--- config.mk ---
export PLATFORM = sky130hd
export DESIGN_NAME = serial_tx_ctrl_flat
export DESIGN_NICKNAME = d
export VERILOG_FILES = /design/src/rtl/serial_tx_ctrl_if.sv /design/src/rtl/serial_tx_ctrl.sv /design/src/flat_wrapper.sv
export SDC_FILE = /design/constraint.sdc
export NUM_CORES = 1
export LEC_CHECK = 0
export ABC_CLOCK_PERIOD_IN_PS = 1800
export CORE_MARGIN = 1.5
export CORE_UTILIZATION = 48
export DETAILED_ROUTE_END_ITERATION = 8
export PLACE_DENSITY = 0.76
export SKIP_LAST_GASP = 1
export SLEW_MARGIN = 25
export SYNTH_ARGS = -nofsm -noshare
export SYNTH_HDL_FRONTEND = slang
export SYNTH_SLANG_ARGS = --single-unit
--- constraint.sdc ---
create_clock -name clk_2 -period 1.8 [get_ports clk_2]
set_input_delay 0.36 -clock clk_2 [delete_from_list [all_inputs] [get_ports clk_2]]
set_output_delay 0.36 -clock clk_2 [all_outputs]
set_load 0.01 [all_outputs]
--- src/rtl/serial_tx_ctrl_if.sv ---
// Handshake and data bundle between a parallel word source and serial_tx_ctrl.
// The source holds the master modport and the controller holds the slave modport.
interface serial_tx_ctrl_if #(
  parameter int NBITS_REG = 4
);
  logic [NBITS_REG-1:0] din;
  logic                 start;
  logic                 abort;
  logic                 sout;
  logic                 busy;
  logic                 done;
  logic [NBITS_REG-1:0] shreg_q;

  modport master (
    output din, start, abort,
    input  sout, busy, done, shreg_q
  );

  modport slave (
    input  din, start, abort,
    output sout, busy, done, shreg_q
  );
endinterface

--- src/rtl/serial_tx_ctrl.sv ---
// Frames a parallel word as start bit, LSB-first data and stop bit on one wire.
// Each bit is held for DIV clocks. A start/busy/done handshake wraps the shift register.
module serial_tx_ctrl #(
  parameter int NBITS_REG = 4,
  parameter int DIV       = 4
) (
  input  logic             clk_2,
  input  logic             reset,
  serial_tx_ctrl_if.slave  bus
);

  localparam int DIV_W = (DIV > 1) ? $clog2(DIV) : 1;
  localparam int BIT_W = (NBITS_REG > 1) ? $clog2(NBITS_REG) : 1;

  typedef enum logic [1:0] {IDLE, START, DATA, STOP} state_t;

  state_t               state, state_n;
  logic [DIV_W-1:0]     div_cnt, div_n;
  logic [BIT_W-1:0]     bit_cnt, bit_n;
  logic [NBITS_REG-1:0] shreg, shreg_n;
  logic                 done_q, done_n;
  logic [NBITS_REG:0]   fill_shift;
  logic                 div_last;
  logic                 bit_last;

  assign div_last   = (div_cnt == DIV_W'(DIV - 1));
  assign bit_last   = (bit_cnt == BIT_W'(NBITS_REG - 1));
  assign fill_shift = {1'b1, shreg};

  // NOTE: every variable gets a default before the case, so no path leaves it
  // unassigned and no latch is inferred.
  always_comb begin
    state_n = state;
    div_n   = div_cnt;
    bit_n   = bit_cnt;
    shreg_n = shreg;
    done_n  = 1'b0;

    unique case (state)
      IDLE: begin
        if (bus.start && !bus.abort) begin
          shreg_n = bus.din;
          div_n   = '0;
          bit_n   = '0;
          state_n = START;
        end
      end
      START: begin
        if (div_last) begin
          div_n   = '0;
          state_n = DATA;
        end else begin
          div_n = div_cnt + DIV_W'(1);
        end
      end
      DATA: begin
        if (div_last) begin
          shreg_n = fill_shift[NBITS_REG:1];
          div_n   = '0;
          if (bit_last) state_n = STOP;
          else          bit_n   = bit_cnt + BIT_W'(1);
        end else begin
          div_n = div_cnt + DIV_W'(1);
        end
      end
      STOP: begin
        if (div_last) begin
          div_n   = '0;
          state_n = IDLE;
          done_n  = 1'b1;
        end else begin
          div_n = div_cnt + DIV_W'(1);
        end
      end
      default: state_n = IDLE;
    endcase

    // Abort overrides every transition but leaves the shift register for display.
    if (bus.abort && state != IDLE) begin
      state_n = IDLE;
      div_n   = '0;
      bit_n   = '0;
      shreg_n = shreg;
      done_n  = 1'b0;
    end
  end

  // NOTE: state uses non-blocking assignments so every register samples the
  // pre-edge values computed above, independent of statement order.
  always_ff @(posedge clk_2 or negedge reset) begin
    if (!reset) begin
      state   <= IDLE;
      div_cnt <= '0;
      bit_cnt <= '0;
      shreg   <= '0;
      done_q  <= 1'b0;
    end else begin
      state   <= state_n;
      div_cnt <= div_n;
      bit_cnt <= bit_n;
      shreg   <= shreg_n;
      done_q  <= done_n;
    end
  end

  // Outputs decode registered state only, so inputs never reach them combinationally.
  always_comb begin
    bus.sout = 1'b1;
    unique case (state)
      START:   bus.sout = 1'b0;
      DATA:    bus.sout = shreg[0];
      default: bus.sout = 1'b1;
    endcase
  end

  assign bus.busy    = (state != IDLE);
  assign bus.done    = done_q;
  assign bus.shreg_q = shreg;

endmodule

--- src/flat_wrapper.sv ---
// flat-port wrapper written by rule: the top's interface ports become plain ports
module serial_tx_ctrl_flat 
#(
  parameter int NBITS_REG = 4,
  parameter int DIV       = 4
)
  (clk_2, reset, bus_din, bus_start, bus_abort, bus_sout, bus_busy, bus_done, bus_shreg_q);
  serial_tx_ctrl_if #(.NBITS_REG(NBITS_REG)) bus_i ();
  input  logic clk_2;
  input  logic reset;
  input wire logic [$bits(bus_i.din)-1:0] bus_din;
  input wire logic [$bits(bus_i.start)-1:0] bus_start;
  input wire logic [$bits(bus_i.abort)-1:0] bus_abort;
  output wire logic [$bits(bus_i.sout)-1:0] bus_sout;
  output wire logic [$bits(bus_i.busy)-1:0] bus_busy;
  output wire logic [$bits(bus_i.done)-1:0] bus_done;
  output wire logic [$bits(bus_i.shreg_q)-1:0] bus_shreg_q;
  assign bus_i.din = bus_din;
  assign bus_i.start = bus_start;
  assign bus_i.abort = bus_abort;
  assign bus_sout = bus_i.sout;
  assign bus_busy = bus_i.busy;
  assign bus_done = bus_i.done;
  assign bus_shreg_q = bus_i.shreg_q;
  serial_tx_ctrl #(.NBITS_REG(NBITS_REG), .DIV(DIV)) u_core (.clk_2(clk_2), .reset(reset), .bus(bus_i));
endmodule
After elaboration in Yosys (flattened, before gate mapping)
Index checks and enable logic that the tools add are counted.
{"block": "op_classes", "reduce_logical": 11, "n_mul": 0, "n_mux": 22, "n_addsub": 2, "order_cmp": 0, "div_mod_pow": 0, "bitwise": 1, "n_shift": 0, "eq_ne": 13}
{"operator": "2-to-1 mux 2 bit", "n": 12}
{"operator": "inequality test 3 x 1 -> 1 bit (second input constant)", "n": 5}
{"operator": "equality test 2 bit (second input constant)", "n": 4}
{"operator": "2-to-1 mux 4 bit", "n": 2}
{"operator": "case mux 2 bit (2 select lines)", "n": 2}
{"operator": "case mux 2 bit (4 select lines)", "n": 1}
{"operator": "case mux 4 bit (2 select lines)", "n": 1}
{"operator": "AND reduction 4 bit", "n": 2}
{"operator": "AND reduction 5 bit", "n": 1}
{"operator": "adder 2 x 1 -> 2 bit (second input constant)", "n": 2}
{"operator": "inequality test 2 x 1 -> 1 bit (second input constant)", "n": 2}
{"operator": "nonzero test 2 bit", "n": 2}
{"operator": "2-to-1 mux 1 bit", "n": 3}
{"operator": "inequality test 3 bit (second input constant)", "n": 1}
{"operator": "nonzero test 3 bit", "n": 1}
{"operator": "OR reduction 3 bit", "n": 1}
{"operator": "equality test 2 x 1 -> 1 bit (second input constant)", "n": 1}
{"operator": "logical AND 1 bit", "n": 2}
{"operator": "zero test 2 bit", "n": 1}
{"operator": "case mux 1 bit (2 select lines)", "n": 1}
{"operator": "zero test 1 bit", "n": 1}
{"operator": "inverter 1 bit", "n": 1}
{"block": "totals", "romBits": 0, "regBits": 11, "mem_bits_rw": 0, "inputBits": 8, "n_memories": 0, "output_inout_bits": 7, "latch_bits": 0}

Longest topological paths before layout
Gate-level depths: netlist of run 1.
{"block": "logic_depth", "ltp_word": 5, "depth_mapped": 6, "depth_no_buf": 5}

Worst setup path before layout of run 1
No wires, ideal clock.
{"block": "synth_timing", "path_kind": "reg2reg", "start": "register u_core.state[0]", "end": "register u_core.bit_cnt[1]", "path_buffers": 1, "setup_slack_ns": 0.184, "stages_incl_launch_ff": 7, "t_arrival_ns": 1.491, "setup_ns": 0.125, "path_cell_list": "dfrtp_1 inv_1 ha_1 buf_4 nand3b_1 a32oi_2 mux2_2"}
{"block": "synth_between", "elab_chain_len": 4, "word_cells_on_any_way": 11, "cone_classes": "4 x eq/ne; 2 x mux; 5 x reduce/logical"}
{"item": "start: declaration", "line": "serial_tx_ctrl.sv:17", "source": "state_t state, state_n;"}
{"item": "start signal: assignment", "line": "serial_tx_ctrl.sv:98", "source": "state <= state_n;"}
{"item": "nonzero test 2 bit", "line": "serial_tx_ctrl.sv:79", "source": "if (bus.abort && state != IDLE) begin"}
{"item": "logical AND 1 bit", "line": "serial_tx_ctrl.sv:79"}
{"item": "inequality test 3 x 1 -> 1 bit (no source line), or another cell as far along"}
{"item": "AND reduction 4 bit (no source line)"}
{"item": "end signal: assignment", "line": "serial_tx_ctrl.sv:100", "source": "bit_cnt <= bit_n;"}
{"item": "end: declaration", "line": "serial_tx_ctrl.sv:19", "source": "logic [BIT_W-1:0] bit_cnt, bit_n;"}
Several ways; a longest one is shown, not always the timed one.
A chain may end at the register's enable or synchronous reset.

Final worst setup path of run 1
{"block": "layout_timing", "start": "register u_core.state[1]", "end": "register u_core.shreg[0] (netlist: u_core.bus.shreg_q[0])"}
{"block": "layout_between", "elab_chain_len": 4, "word_cells_on_any_way": 10, "cone_classes": "3 x eq/ne; 1 x mux; 1 x bitwise; 5 x reduce/logical"}
{"item": "branches (longest 4 deep; another with AND reduction 4 bit)"}
{"item": "end signal: assignment", "line": "serial_tx_ctrl.sv:101", "source": "shreg <= shreg_n;"}
{"item": "end: declaration", "line": "serial_tx_ctrl.sv:20", "source": "logic [NBITS_REG-1:0] shreg, shreg_n;"}
Several ways; the timed one is not identified.

==> results of run 1 <==
[cell families after synthesis]
group	share of synthesized area, %
compound gates	14.8
flops	40.1
buf+inv	5.48
simple gates	14.2
fa+ha+maj	10.9
mux	14.4
[area by class of cell]
cell class	instances	area, sq um	area share (%)
multi-input cells	43	398	41.6
flip-flops and latches	11	275	28.8
repair buffers	25	220	23.0
clock buffers	4	26.3	2.75
inverters	5	18.8	1.96
well taps	15	18.8	1.96
[what timing repair did]
item / CTS / global route
setup endpoints to repair: 2 / 6
buffers inserted: 2 / 0
gates resized for setup: 5 / 5
[cells in the mapped netlist, drive strengths merged, types with 2 or more instances]
cell    number  area share [%]
buf          2             2.7
a32o         2             3.3
nand2b       3             3.1
nor2         4             2.2
mux2i        2             2.9
dfrtp       11              40
and2b        2             2.2
ha           6              11
o21ai        2             1.5
mux2         7              11
and3         2             1.8
nand2        3             1.6
inv          5             2.7
[registers in the layout, indices dropped and copies added (netlist names)]
signal	count
u_core.bus.shreg_q	4
u_core.bit_cnt	2
u_core.div_cnt	2
u_core.state	2
u_core.bus.done	1
[worst reg2reg max path: stages (launching register included)]
cell	delay, ns
dfrtp_1	0.38
buf_4	0.15
ha_4	0.17
buf_6	0.14
mux2i_1	0.21
nor3_2	0.07
buf_4	0.16
mux2_1	0.32
[final timing paths]
check                                 startpoint  slack (ns)               endpoint  depth (start not counted)
setup reg to reg                 u_core.state[1]         0.1  u_core.bus.shreg_q[0]                          7
hold reg to reg            u_core.bus.shreg_q[2]        0.52  u_core.bus.shreg_q[2]                          1
min in group clk_2         u_core.bus.shreg_q[2]        0.52  u_core.bus.shreg_q[2]                          1
max in group asynchronous                  reset        1.01  u_core.bus.shreg_q[1]                          1
hold / removal                             reset        0.43  u_core.bus.shreg_q[0]                          1
setup / recovery                 u_core.state[1]         0.1  u_core.bus.shreg_q[0]                          7
[placed cells by master, fill, tap and decap left out, drive strengths merged, types with 3 or more instances in the layout]
cell type | netlist | final
nand2 | 3 | 3
dfrtp | 11 | 11
nor2 | 4 | 4
clkdlybuf4s50 | 0 | 12
buf | 2 | 11
inv | 5 | 5
nand2b | 3 | 3
mux2 | 7 | 7
clkbuf | 0 | 5
ha | 6 | 6
[stage by stage]
stage | setup TNS (ns) | instance area [sq um]
final | 0 | 957
after floorplan | 0 | 686
after detailed placement | -0.0364 | 893
after global placement | 0 | 893
after CTS | 0 | 947
after global routing | 0 | 957
[layer usage]
layer | part of all wire, % | global-route usage, % | up-vias
met5 | 0 | 0 | -
met1 | 39 | 24.2 | 275
met3 | 4.4 | 6.52 | 4
met2 | 54 | 37.9 | 13
li1 | - | - | 277
met4 | 2.5 | 12.5 | 0
[power by group]
group | total, uW | leakage [uW] | internal [uW] | switching [uW]
clock | 178 | 0.0000150 | 86.1 | 92.4
combinational | 903 | 0.000307 | 504 | 399
sequential | 401 | 0.000140 | 342 | 59.2
==> impl_metrics.toml, run 1 <==
[yosys]
syn_area_sq_um = 686
syn_inst = 61
yosysWarnings = 0
synth-seq-cells = 11
synth.avg_cell_area_sq_um = 11.2
async_flop_share_pct = 100
ys_flop_type = "dfrtp_1"
postSynthNetCount = 75
number_of_synthesized_flops_with_an_enable_pin = 0
synth_sequential_area_ratio_pct = 40.1
post_synth_num_cell_types = 27

[worst_setup_path]
cp_slowest_cell = "dfrtp_1"
cp_max_fo = 10
crit_path_cell_trace = "buf_4 > ha_4 > buf_6 > mux2i_1 > nor3_2 > buf_4 > mux2_1"
setup.worst_path.class = "register to register"
crit_path_frequent_cell = "buf_4"
startpoint_type = "register"
cp_num_buf_inv = 3
endpoint_kind = "register"
critPathMaxStageDelay_ns = 0.38
critPathRequiredTime_ns = 1.96
cp_data_arrival_time_ns = 1.87
critical_path.top_delay_family = "multiplexers"

[sta]
timing.fmax_mhz = 587
final_max_slew_viol_count = 0
skew_ns = 0.00629
relSlewSlack_pct = 63.8
final.setup.worst_slack_ns = 0.0953
grt_setup_unrepaired = "false"
fin_crit_sh_pct = 94.7
final_period_minus_worst_setup_slack_ns = 1.70
tightest_slew_ns = 0.542
finalHoldViolCount = 0
final-setup-viol-count = 0
finalHoldWorstSlack_ns = 0.429

[finish]
number_of_fill_cells_in_the_layout = 98
final_core_utilization_pct = 72.6
syn_to_final_growth_pct = 39.6
number_of_nets_in_the_finished_design = 103
layout.cells.non_filler = 103
final_layout_size_suffix_gt1_share_pct = 28.4
n_antenna_cell = 0

[clock_tree]
htree_levels = 1
cts_max_path_buffers = 2
cts.reportedPaths.clkPinSlew_ns = 0.08
cts_made_buffers = 3
clock_tree_from_tritoncts = "yes"
worst_skew_pair.late_latency_ns = 0.28
cts-root-buf = "clkbuf_4"
postCtsHoldBufs = 0
cts.sink_count = 11

[die]
initial_utilization_pct = 52.0
die_area_sq_um = 1660
die-width_um = 40.8
core_area_sq_um = 1320
core.rowCount = 13
die_height_um = 40.8
top_level_ports = 15

[drt]
via_per_inst = 5.52
drt_pass1_iterations = 4
drtAntennaViolNets = 0
detailroute.via_count = 569
detail_route.wl_per_cell_um = 14.5
drt_drc_violations_left = 0
detailed_router_s_first_iteration_violation_count = 14
finalWirelength_mm = 1.49

[placed_design]
placed_cells_incl_taps = 97
port-buffer-count = 14
post-dp-hpwl_mm = 1.07
setup_ws_pre_cts_ns = -0.0364
finalWeightedCongestion = 0.768

[hold_path]
hold_class = "input port to asynchronous set/reset pin"

[flow_run]
cap_violations = 0

[status]
result_of_the_run = "complete, no violations"

[global_route]
grt_antenna_before_repair = 0
grt_start_max_net_pins = 12
first_global_vias = 544
grt_remaining_overflow = 0
global_route_wire_length_before_repair_mm = 2.26
grtUsageTotal_pct = 22.2

[power_and_ir_drop]
static-leakage-power_uw = 0.000462
worst_ir_drop_vdd_mv = 0.813
power_per_cell_area_nw_per_um2 = 1550
fin_total_pwr_uw = 1480
(Power assumes the default switching activity.)
==> run 2, diff against run 1 <==
--- a/config.mk
+++ b/config.mk
@@ -5,7 +5,6 @@
 export SDC_FILE = /design/constraint.sdc
 export NUM_CORES = 1
 export LEC_CHECK = 0
-export ABC_CLOCK_PERIOD_IN_PS = 1800
 export CORE_MARGIN = 1.5
 export CORE_UTILIZATION = 48
 export DETAILED_ROUTE_END_ITERATION = 8
==> constraint.sdc (replaced) <==
create_clock -name clk_2 -period 1.9 [get_ports clk_2]
set_input_delay 0.38 -clock clk_2 [delete_from_list [all_inputs] [get_ports clk_2]]
set_output_delay 0.38 -clock clk_2 [all_outputs]
set_load 0.01 [all_outputs]
==> run 2 against run 1 <==
Effect of this change:
- combinational power is 20% lower
- largest power group unchanged
- cell count is 7.8% lower
- via count is 4.2% lower
- highest routed layer unchanged
- clock power is 6% lower
- count of clock-buffer cells in the layout stayed put
==> impl_metrics.toml, run 2 (synthesized netlist as in run 1, its figures left out) <==
[placed_design]
finalWeightedCongestion = 0.782
cell_area_after_placement_sq_um = 848
port-buffer-count = 14
placed_cells_incl_taps = 91
post-dp-hpwl_mm = 1.05
setup_ws_pre_cts_ns = 0.0312

[finish]
n_antenna_cell = 0
post-route-cell-area_sq_um = 883
syn_to_final_growth_pct = 28.8
mostFrequentLayoutCells = "clkdlybuf4s50_1, dfrtp_1, mux2_1"
layout.cells.non_filler = 95
final_layout_size_suffix_gt1_share_pct = 20.0
largest_reg_flops = 4
final_common_cell = "clkdlybuf4s50_1"
number_of_nets_in_the_finished_design = 95

[power_and_ir_drop]
power_per_cell_area_nw_per_um2 = 1450
worst_ir_drop_vdd_mv = 0.682
static-leakage-power_uw = 0.000420

[die]
die_area_sq_um = 1660
core_area_sq_um = 1320
die-width_um = 40.8
core.rowCount = 13
top_level_ports = 15
initial_utilization_pct = 52.0
die_height_um = 40.8

[clock_tree]
cts-root-buf = "clkbuf_4"
cts_made_buffers = 3
cts.reportedPaths.clkPinSlew_ns = 0.07
cts.sink_count = 11
cts_post_setup_buffers_inserted = 0
worst_skew_pair.late_latency_ns = 0.27
clock_tree_from_tritoncts = "yes"
cts_max_path_buffers = 2
htree_levels = 1

[worst_setup_path]
cp_data_arrival_time_ns = 1.37
startpoint_type = "register"
critPathRequiredTime_ns = 1.52
r2r-start = "u_core.state[0]"
cp_max_fo = 4
worst-r2r-setup-slack_ns = 0.16
endpoint_kind = "primary output"
startpoint = "u_core.state[1]"
setup.worst_path.class = "register to primary output"

[sta]
finalHoldViolCount = 0
fin_crit_sh_pct = 91.9
final_period_minus_worst_setup_slack_ns = 1.75
grt_setup_unrepaired = "false"
final.setup.worst_slack_ns = 0.154
tightest_slew_ns = 0.504
relSlewSlack_pct = 66.3
final_sum_of_negative_setup_slack_ns = 0
timing.fmax_mhz = 573
final_max_slew_viol_count = 0
final-setup-viol-count = 0
skew_ns = 0.00138

[drt]
drt_drc_violations_left = 0
detail_route.wl_per_cell_um = 14.1
detailroute.via_count = 545
drtAntennaViolNets = 0
drt_pass1_iterations = 6
finalWirelength_mm = 1.34
via_per_inst = 5.74
detailed_router_s_first_iteration_violation_count = 19

[hold_path]
hold_class = "input port to asynchronous set/reset pin"

[global_route]
grt_start_max_net_pins = 12
first_global_vias = 456
grt_antenna_before_repair = 0
global_route_wire_length_before_repair_mm = 1.95
grtUsageTotal_pct = 18.6
groute.layer.met2.usage_pct = 32.4
grt_busiest_layer = "met2"
grt.met3_usage_pct = 4.89
grt_remaining_overflow = 0
gr-usage-met1_pct = 21.1

[flow_run]
cap_violations = 0

[status]
result_of_the_run = "complete, no violations"
==> run 2: metal layers <==
layer  vias to the layer above  share of wire, %
met5                         -                 0
met4                         0               1.4
met3                         2               4.9
met2                        14                52
met1                       270                42
li1                        259                 -
==> run 2: worst max-delay path, cell delays in order, from the launching register on <==
cell,delay (ns)
dfrtp_1,0.40
inv_1,0.11
ha_2,0.24
inv_1,0.07
dlygate4sd2_1,0.28
==> run 2: path summary, 6_finish.rpt <==
kind,end,cells after the start
hold reg to reg,u_core.bus.shreg_q[0],1
hold / removal,u_core.div_cnt[0],1
max in group asynchronous,u_core.bus.shreg_q[1],1
setup / recovery,bus_busy,4
min in group clk_2,u_core.bus.shreg_q[0],1
setup reg to reg,u_core.bus.shreg_q[2],6
==> run 2: what timing repair did <==
item | 4_1_cts | 5_1_grt
resized for setup | 4 | 2
hold buffers | 0 | 0
hold endpoints to repair | 0 | 0
endpoints found under the setup margin | 2 | 4
pin swaps | 0 | 1
==> run 2: report_power, final <==
| group | internal, uW | switching (uW) | total (uW) |
|---|---|---|---|
| sequential | 324 | 63.9 | 388 |
| combinational | 385 | 337 | 722 |
| clock | 81.5 | 85.9 | 167 |
==> run 2: metrics by stage <==
| step | hold WS (ns) | util (%) | total power [uW] |
|---|---|---|---|
| 2_1_floorplan | 0.0844 | - | 854 |
| 3_3_place_gp | 0.488 | 64.4 | 1090 |
| 3_5_place_dp | 0.505 | 64.4 | 1110 |
| 4_1_cts | 0.457 | 66.6 | 1270 |
| 5_1_grt | 0.483 | 67.0 | 1360 |
| 6_report | 0.437 | 67.0 | 1280 |
==> run 2: area by class of cell <==
cell class,count,area [sq um]
multi-input combinational,43,384
tap,15,18.8
sequential,11,275
fill,106,434
timing repair buffer,17,160
clock buffer,4,26.3
inverter,5,18.8
